--- src/rtl/fifo_param.sv ---
// Parametrised synchronous FIFO with occupancy count, threshold flags and sticky error flags.
// Read data is registered, so a popped word appears one clock after the pop.
module fifo_param #(
    parameter int unsigned DATA_WIDTH = 12,
    parameter int unsigned ADDR_WIDTH = 3,
    parameter int unsigned AF_DEFAULT = 6,
    parameter int unsigned AE_DEFAULT = 1
) (
    input  logic                  clk,
    input  logic                  reset,
    input  logic                  init,
    input  logic [ADDR_WIDTH:0]   umbral_AF_in,
    input  logic [ADDR_WIDTH:0]   umbral_AE_in,
    input  logic                  push,
    input  logic                  pop,
    input  logic [DATA_WIDTH-1:0] data_in,
    output logic [DATA_WIDTH-1:0] data_out,
    output logic                  valid_out,
    output logic                  full,
    output logic                  empty,
    output logic                  almost_full,
    output logic                  almost_empty,
    output logic [ADDR_WIDTH:0]   count,
    output logic                  overflow_err,
    output logic                  underflow_err
);

    localparam int unsigned DEPTH = 1 << ADDR_WIDTH;
    localparam int unsigned CW    = ADDR_WIDTH + 1;

    logic [DATA_WIDTH-1:0] mem [DEPTH];

    logic [ADDR_WIDTH-1:0] wr_ptr_q, wr_ptr_d;
    logic [ADDR_WIDTH-1:0] rd_ptr_q, rd_ptr_d;
    logic [CW-1:0]         count_q, count_d;
    logic [CW-1:0]         af_thr_q, af_thr_d;
    logic [CW-1:0]         ae_thr_q, ae_thr_d;
    logic [DATA_WIDTH-1:0] data_out_q, data_out_d;
    logic                  valid_q, valid_d;
    logic                  ovf_q, ovf_d;
    logic                  unf_q, unf_d;
    logic                  push_ok, pop_ok;

    // Flags decode the registered count, so they follow the causing edge by one cycle.
    assign full         = (count_q == CW'(DEPTH));
    assign empty        = (count_q == '0);
    assign almost_full  = (count_q >= af_thr_q);
    assign almost_empty = (count_q <= ae_thr_q);

    assign count         = count_q;
    assign data_out      = data_out_q;
    assign valid_out     = valid_q;
    assign overflow_err  = ovf_q;
    assign underflow_err = unf_q;

    // A pop frees the slot the push needs, so a full FIFO accepts push+pop together.
    always_comb begin
        push_ok    = push && (!full || pop);
        pop_ok     = pop && !empty;
        wr_ptr_d   = wr_ptr_q;
        rd_ptr_d   = rd_ptr_q;
        count_d    = count_q;
        data_out_d = data_out_q;
        valid_d    = 1'b0;
        ovf_d      = ovf_q | (push && full && !pop);
        unf_d      = unf_q | (pop && empty);
        af_thr_d   = init ? umbral_AF_in : af_thr_q;
        ae_thr_d   = init ? umbral_AE_in : ae_thr_q;

        if (push_ok) begin
            wr_ptr_d = wr_ptr_q + ADDR_WIDTH'(1);
        end
        if (pop_ok) begin
            rd_ptr_d   = rd_ptr_q + ADDR_WIDTH'(1);
            data_out_d = mem[rd_ptr_q];
            valid_d    = 1'b1;
        end
        case ({push_ok, pop_ok})
            2'b10:   count_d = count_q + CW'(1);
            2'b01:   count_d = count_q - CW'(1);
            default: count_d = count_q;
        endcase
    end

    always_ff @(posedge clk) begin
        if (reset) begin
            wr_ptr_q   <= '0;
            rd_ptr_q   <= '0;
            count_q    <= '0;
            af_thr_q   <= CW'(AF_DEFAULT);
            ae_thr_q   <= CW'(AE_DEFAULT);
            data_out_q <= '0;
            valid_q    <= 1'b0;
            ovf_q      <= 1'b0;
            unf_q      <= 1'b0;
        end else begin
            wr_ptr_q   <= wr_ptr_d;
            rd_ptr_q   <= rd_ptr_d;
            count_q    <= count_d;
            af_thr_q   <= af_thr_d;
            ae_thr_q   <= ae_thr_d;
            data_out_q <= data_out_d;
            valid_q    <= valid_d;
            ovf_q      <= ovf_d;
            unf_q      <= unf_d;
        end
    end

    // Storage array carries no reset; contents are meaningless until written.
    always_ff @(posedge clk) begin
        if (push_ok && !reset) begin
            mem[wr_ptr_q] <= data_in;
        end
    end

endmodule

--- config.mk ---
export PLATFORM = sky130hd
export DESIGN_NAME = fifo_param
export DESIGN_NICKNAME = d
export VERILOG_FILES = /design/src/rtl/fifo_param.sv
export SDC_FILE = /design/constraint.sdc
export NUM_CORES = 1
export LEC_CHECK = 0
export ABC_AREA = 1
export CORE_AREA = 2 2 129 119
export CTS_CLUSTER_DIAMETER = 100
export DETAILED_ROUTE_END_ITERATION = 16
export DIE_AREA = 0 0 131 121
export PLACE_DENSITY = 0.55
export SETUP_SLACK_MARGIN = 0.3
export SYNTH_ARGS = -nofsm -noshare
export SYNTH_HDL_FRONTEND = slang
export SYNTH_SLANG_ARGS = --single-unit
--- constraint.sdc ---
create_clock -name clk -period 2.6 [get_ports clk]
set_input_delay 0.26 -clock clk [delete_from_list [all_inputs] [get_ports clk]]
set_output_delay 0.26 -clock clk [all_outputs]
set_load 0.02 [all_outputs]
; ---- After elaboration in Yosys (flattened, before gate mapping)
; Memory sizes are Yosys's and may differ from the RTL's. A register that Yosys moved wholly into a read port is not among the register bits.
; Index checks and enable logic that the tools add are counted.
; W data, S select, Z words.
[totals]
elab_cells = 37
output_inout_bits = 23
ram_bits = 96
regBits = 21
input_bits = 25
mem_count = 1
[memory_table]
columns = memory, depth, word_bits, read_ports, rd_ports_with_merged_regs, write_ports, line
row1 = mem, 8, 12, 1, 1, 1, 31  ; logic [DATA_WIDTH-1:0] mem [DEPTH];
[op_classes]
eq_ne = 3
magnitude_cmp = 2
reduce_logical = 13
n_bitwise = 2
n_mux = 4
addsub = 4
[op_table]
columns = cell, n
row1 = $pmux W4 S2, 1
row2 = $add A3 B1 Y3 const B, 2
row3 = $logic_and A1 B1 Y1, 6
row4 = $add A4 B1 Y4 const B, 1
row5 = $eq A4 B4 Y1 const B, 1
row6 = $ge A4 B4 Y1, 1
row7 = $le A4 B4 Y1, 1
row8 = $logic_not A1 Y1, 4
row9 = $logic_not A4 Y1, 1
row10 = $sub A4 B1 Y4 const B, 1
row11 = $mux W1, 3
row12 = $eq A2 B1 Y1 const B, 1
row13 = $eq A2 B2 Y1 const B, 1
row14 = $or A1 B1 Y1, 2
row15 = $reduce_bool A2 Y1, 1
row16 = $logic_or A1 B1 Y1, 1

; ---- Logic depth before layout (Yosys ltp)
[depth]
ltp_word = 7
ltp_mapped = 14
ltp_nobuf = 13

; ---- Worst setup path before layout
; No wires, ideal clock.
[synth_timing]
kind = reg-to-reg
from = register count_q[2] (netlist: count[2])
to = memory mem[6][0], enable pin
setup_ns = 0.396
arrival_time_ns = 1.898
stages_incl_launch_ff = 7
slack_ns = 0.306
period_less_slack_ns = 2.294
required_time_ns = 2.204
path_buffers = 0
cell_sequence = dfxtp_1 > inv_1 > nand4_1 > nand2_2 > inv_1 > nand2_1 > nor3_1
[synth_via]
elab_chain_cells = 7
[synth_lines]
columns = element, line
row1 = start: declaration, 35  ; logic [CW-1:0] count_q, count_d;
row2 = start signal: assignment, 99  ; count_q <= count_d;
row3 = $eq A4 B4 Y1, 45  ; assign full = (count_q == CW'(DEPTH));
row4 = $logic_not A1 Y1, 58  ; push_ok = push && (!full || pop);
row5 = $logic_or A1 B1 Y1, 58
row6 = $logic_and A1 B1 Y1, 58
row7 = $logic_and A1 B1 Y1, 111  ; if (push_ok && !reset) begin
row8 = $mux W1, 111
row9 = $mux W1 (not written as such), 112  ; mem[wr_ptr_q] <= data_in;
row10 = end: declaration, 31
; No other way between the ends.

; ---- Final worst setup path
[layout_timing]
from = register count_q[1] (netlist: count[1])
to = register count_q[3] (netlist: count[3])
[layout_via]
elab_chain_cells = 6
elab_cells_between_ends = 13
classes_between = 2 x add/sub / 3 x eq/ne / 1 x mux / 7 x reduce/logical
[layout_lines]
columns = element, line
row1 = $eq A4 B4 Y1, 45
row2 = $logic_not A1 Y1, 58
row3 = $logic_or A1 B1 Y1, 58
row4 = $logic_and A1 B1 Y1, 58
row5 = $eq A2 B1 Y1 / $eq A2 B2 Y1 (equally long branches), 78  ; case ({push_ok, pop_ok})
row6 = $pmux W4 S2 / $reduce_bool A2 Y1 (equally long branches), -
; Parallel ways exist; a longest one is shown, timed or not.
; A chain may end at the register's enable or synchronous reset.

==> impl_results.md <==
- I/O Buffers: between 40 and 50
- Synth-to-Final Area Change: 23.1%
- Starting Density: 0.394
- Most frequent cells in the layout: nand2_1, edfxtp_1, inv_1
- Leak Pwr: 2.92 nW
- # IOs: 48
- Fin crit share: 0.806
- Drt pass-1 iters: 4
- Reg2reg end: count[3]
- Placed insts: between 800 and 900
- Largest net degree at the start of global routing: 50
- Pwr/cell area: between 900 and 1000 nW/um^2
- Sw Pwr: roughly 2.1 mW
- Footprint of the multi-input gates: 1660 sq um
- Clock slew at reported path FFs: around 0.060 ns
- H-tree depth: 4
- Max rail drop VDD: around 0.52 mV
- Post-synthesis simple-gate area fraction: 0.200
- Adder-Cell Fraction of Synth Area: 0.0321
- Yosys reg bits: between 100 and 150
- Gate Count Post-Synth: between 500 and 600
- Synth Area in Compound Gates: 0.0507
- DRC Markers: 0
- Switching share of power: 0.323
- Register Area: between 3000 and 4000 sq um
- Worst Path Arrival: approximately 2.4 ns
- Placer's final routability congestion estimate: approximately 0.79
- Rel. slew slack: 0.566
- Commonest non-fill, non-tap cell in the layout: nand2_1
- Min Hold Slack: approximately 0.43 ns
- Yosys warns: 0
- Combinational power share: 0.287
- Net Count, Synth: 611
- CTS tree: built
- First-pass GRT wire length: between 20000 and 25000 microns
- Mux share of post-synthesis cell area: 0
- Cell row count: 42
- # setup viols final: 0
- Post-synth top area share: 0.506
- Synth unique cells: 32
- Die X: approximately 130 microns
- Pre-CTS WS: approximately 0.21 ns
- Type of origin of the critical path: register
- Sequential area share after synthesis: 0.622
- Initial antenna violation count: 0
- RSZ-0062 raised after global routing: false
- Clock Root Buffer: clkbuf_16
- Critical setup path kind: register to register
- CTS Buffer Depth: 2
- R2R Path Start: count[1]
- Tightest Pin Transition: roughly 0.65 ns
- Int Pwr: about 4.5 mW
- Endpoint class of the critical path: register
- Drt total wl: 13000 microns
- Worst-Skew Late Latency: 0.41 ns
- Global Route Usage Sum: 0.176
- Worst Hold End: af_thr_q[0]
- Clock sink count: about 130
- Worst EP required: slightly below 3 ns
- Vias in the first global route: 3960
- Routed vias: a little over 4000
- Fin crit period: between 2 and 2.5 ns
- Pins Over Slew Limit: 0
- Initial DRC Count: roughly 290
- Worst setup margin: 0.504 ns
- # fillers: approximately 1300
- Antenna diodes: 0
- Num CTS Buffers: 17
- Wire per inst: ~15 microns
- Worst reg2reg setup slack: roughly 0.50 ns
- Non-filler instance count after layout: around 850
- Min-Delay Startpoint: umbral_AF_in[0]
- Clk_skew: 0.00725 ns
- Final hold vios: 0
- Synth top area cells: edfxtp_1, dfxtp_1, nand2_1, inv_1, nand3_1
- Total congestion overflow: 0
- Syn Area/Cell: 9.96 sq um
- # nets final: approximately 680
- Largest family of logic cells by synthesized area: simple AND/OR/NAND/NOR gates
- Number of synthesized flops with an enable pin: 96
- Post-DRT Antenna Nets: 0
- Clock share of power: 0.336
- Layout cells sized above 1: 0.129
- Leading area contributor after synthesis: edfxtp_1
- Placed wire-length estimate: between 8000 and 9000 microns
- Reg2Reg Depth: 12
- HP Class: input pin to register
- # Max-Cap Violations: 0
- Status: finished clean
- Top FF cell, synth: edfxtp_1
- Part of the power in registers: 0.377
- Synth Cell Area: 5700 sq um
- Sum Neg Setup Slack: 0 ns
- Core Box Area: approximately 14000 sq um
- Via density: 4.79
- Ys async rst share: 0
- Die height: 121 microns
- Max Clock Freq: ~0.48 GHz
- CP Max Fanout: 8
- Die area: 15900 sq um
- Post-Synth XOR/XNOR Area: 0.00307
- Hold path depth: 3
[metrics by stage]
step,util,total power [mW],area (sq um)
floorplan,-,3.77,5700
global placement,0.445,4.35,6440
detailed placement,0.445,4.40,6440
CTS,0.484,6.60,6990
global route,0.486,6.95,7020
finish,0.486,6.59,7020
[layout make-up]
cell class | count | area share
timing repair buffer | 68 | 0.0892
tap | 198 | 0.0353
clock buffer | 20 | 0.0622
inverter | 101 | 0.0547
sequential | 129 | 0.506
multi-input combinational | 320 | 0.236
clock inverter | 12 | 0.0166
[power by group through the flow]
stage          clock (mW)  sequential, mW  combinational [mW]
3_5_place_dp            0            2.52                1.88
2_1_floorplan           0            2.60                1.16
6_report             2.21            2.48                1.89
3_3_place_gp            0            2.51                1.83
5_1_grt              2.35            2.50                2.10
4_1_cts              2.25            2.48                1.87
[layer usage]
layer  routed length (microns)  track usage  up-vias
li1                          -            -     1998
met1                      6250        0.234     1949
met2                      6000        0.269      102
met3                       553       0.0432       15
met4                       216       0.0811        0
met5                         0            0        -
[flip-flops by register name, indices dropped and copies added (netlist names)]
signal         cells
overflow_err       1
wr_ptr_q           3
underflow_err      1
data_out          12
rd_ptr_q           3
count              4
valid_out          1
mem               96
ae_thr_q           4
af_thr_q           4
[repair_timing]
action | CTS | global route
hold buffers | 0 | 0
pin swaps | 0 | 1
resized for setup | 3 | 5
setup buffers | 0 | 2
endpoints found under the setup margin | 2 | 3
[Yosys cell counts (3+ instances only)]
cell type / n
nor3_1: 4
nor2_1: 10
a21oi_2: 9
o21ai_0: 17
nand3_1: 70
a21oi_1: 22
nand3_2: 10
buf_6: 3
edfxtp_1: 96
clkbuf_1: 5
ha_1: 13
inv_1: 96
dfxtp_1: 33
inv_2: 3
nand2_1: 152
buf_2: 11
[kinds of logic after synthesis]
logic type / after synthesis
fa+ha+maj: 14
compound gates: 50
buf+inv: 123
xor+xnor: 2
flops: 129
simple gates: 254
[critical path: stages (launching register included)]
cell	delay, ns
dfxtp_2	0.37
nor2_2	0.13
nand3_2	0.16
nand2_8	0.14
inv_6	0.03
ha_1	0.21
ha_1	0.31
or2_2	0.31
nand2_1	0.08
nand3_1	0.06
nand2_1	0.06
nand2_1	0.04
a21oi_1	0.11
[worst max-delay path by stage]
stage / startpoint / end / slack, ns / cells after the start
after floorplan: count[2] / mem[6][0] / 0.31 / 6
after global placement: pop / count[3] / 0.25 / 12
after detailed placement: pop / count[3] / 0.21 / 12
after CTS: count[0] / almost_empty / 0.32 / 7
after global routing: count[1] / count[3] / 0.34 / 12
final: count[1] / count[3] / 0.50 / 12
No activity file was read; power rests on OpenSTA's default activity.
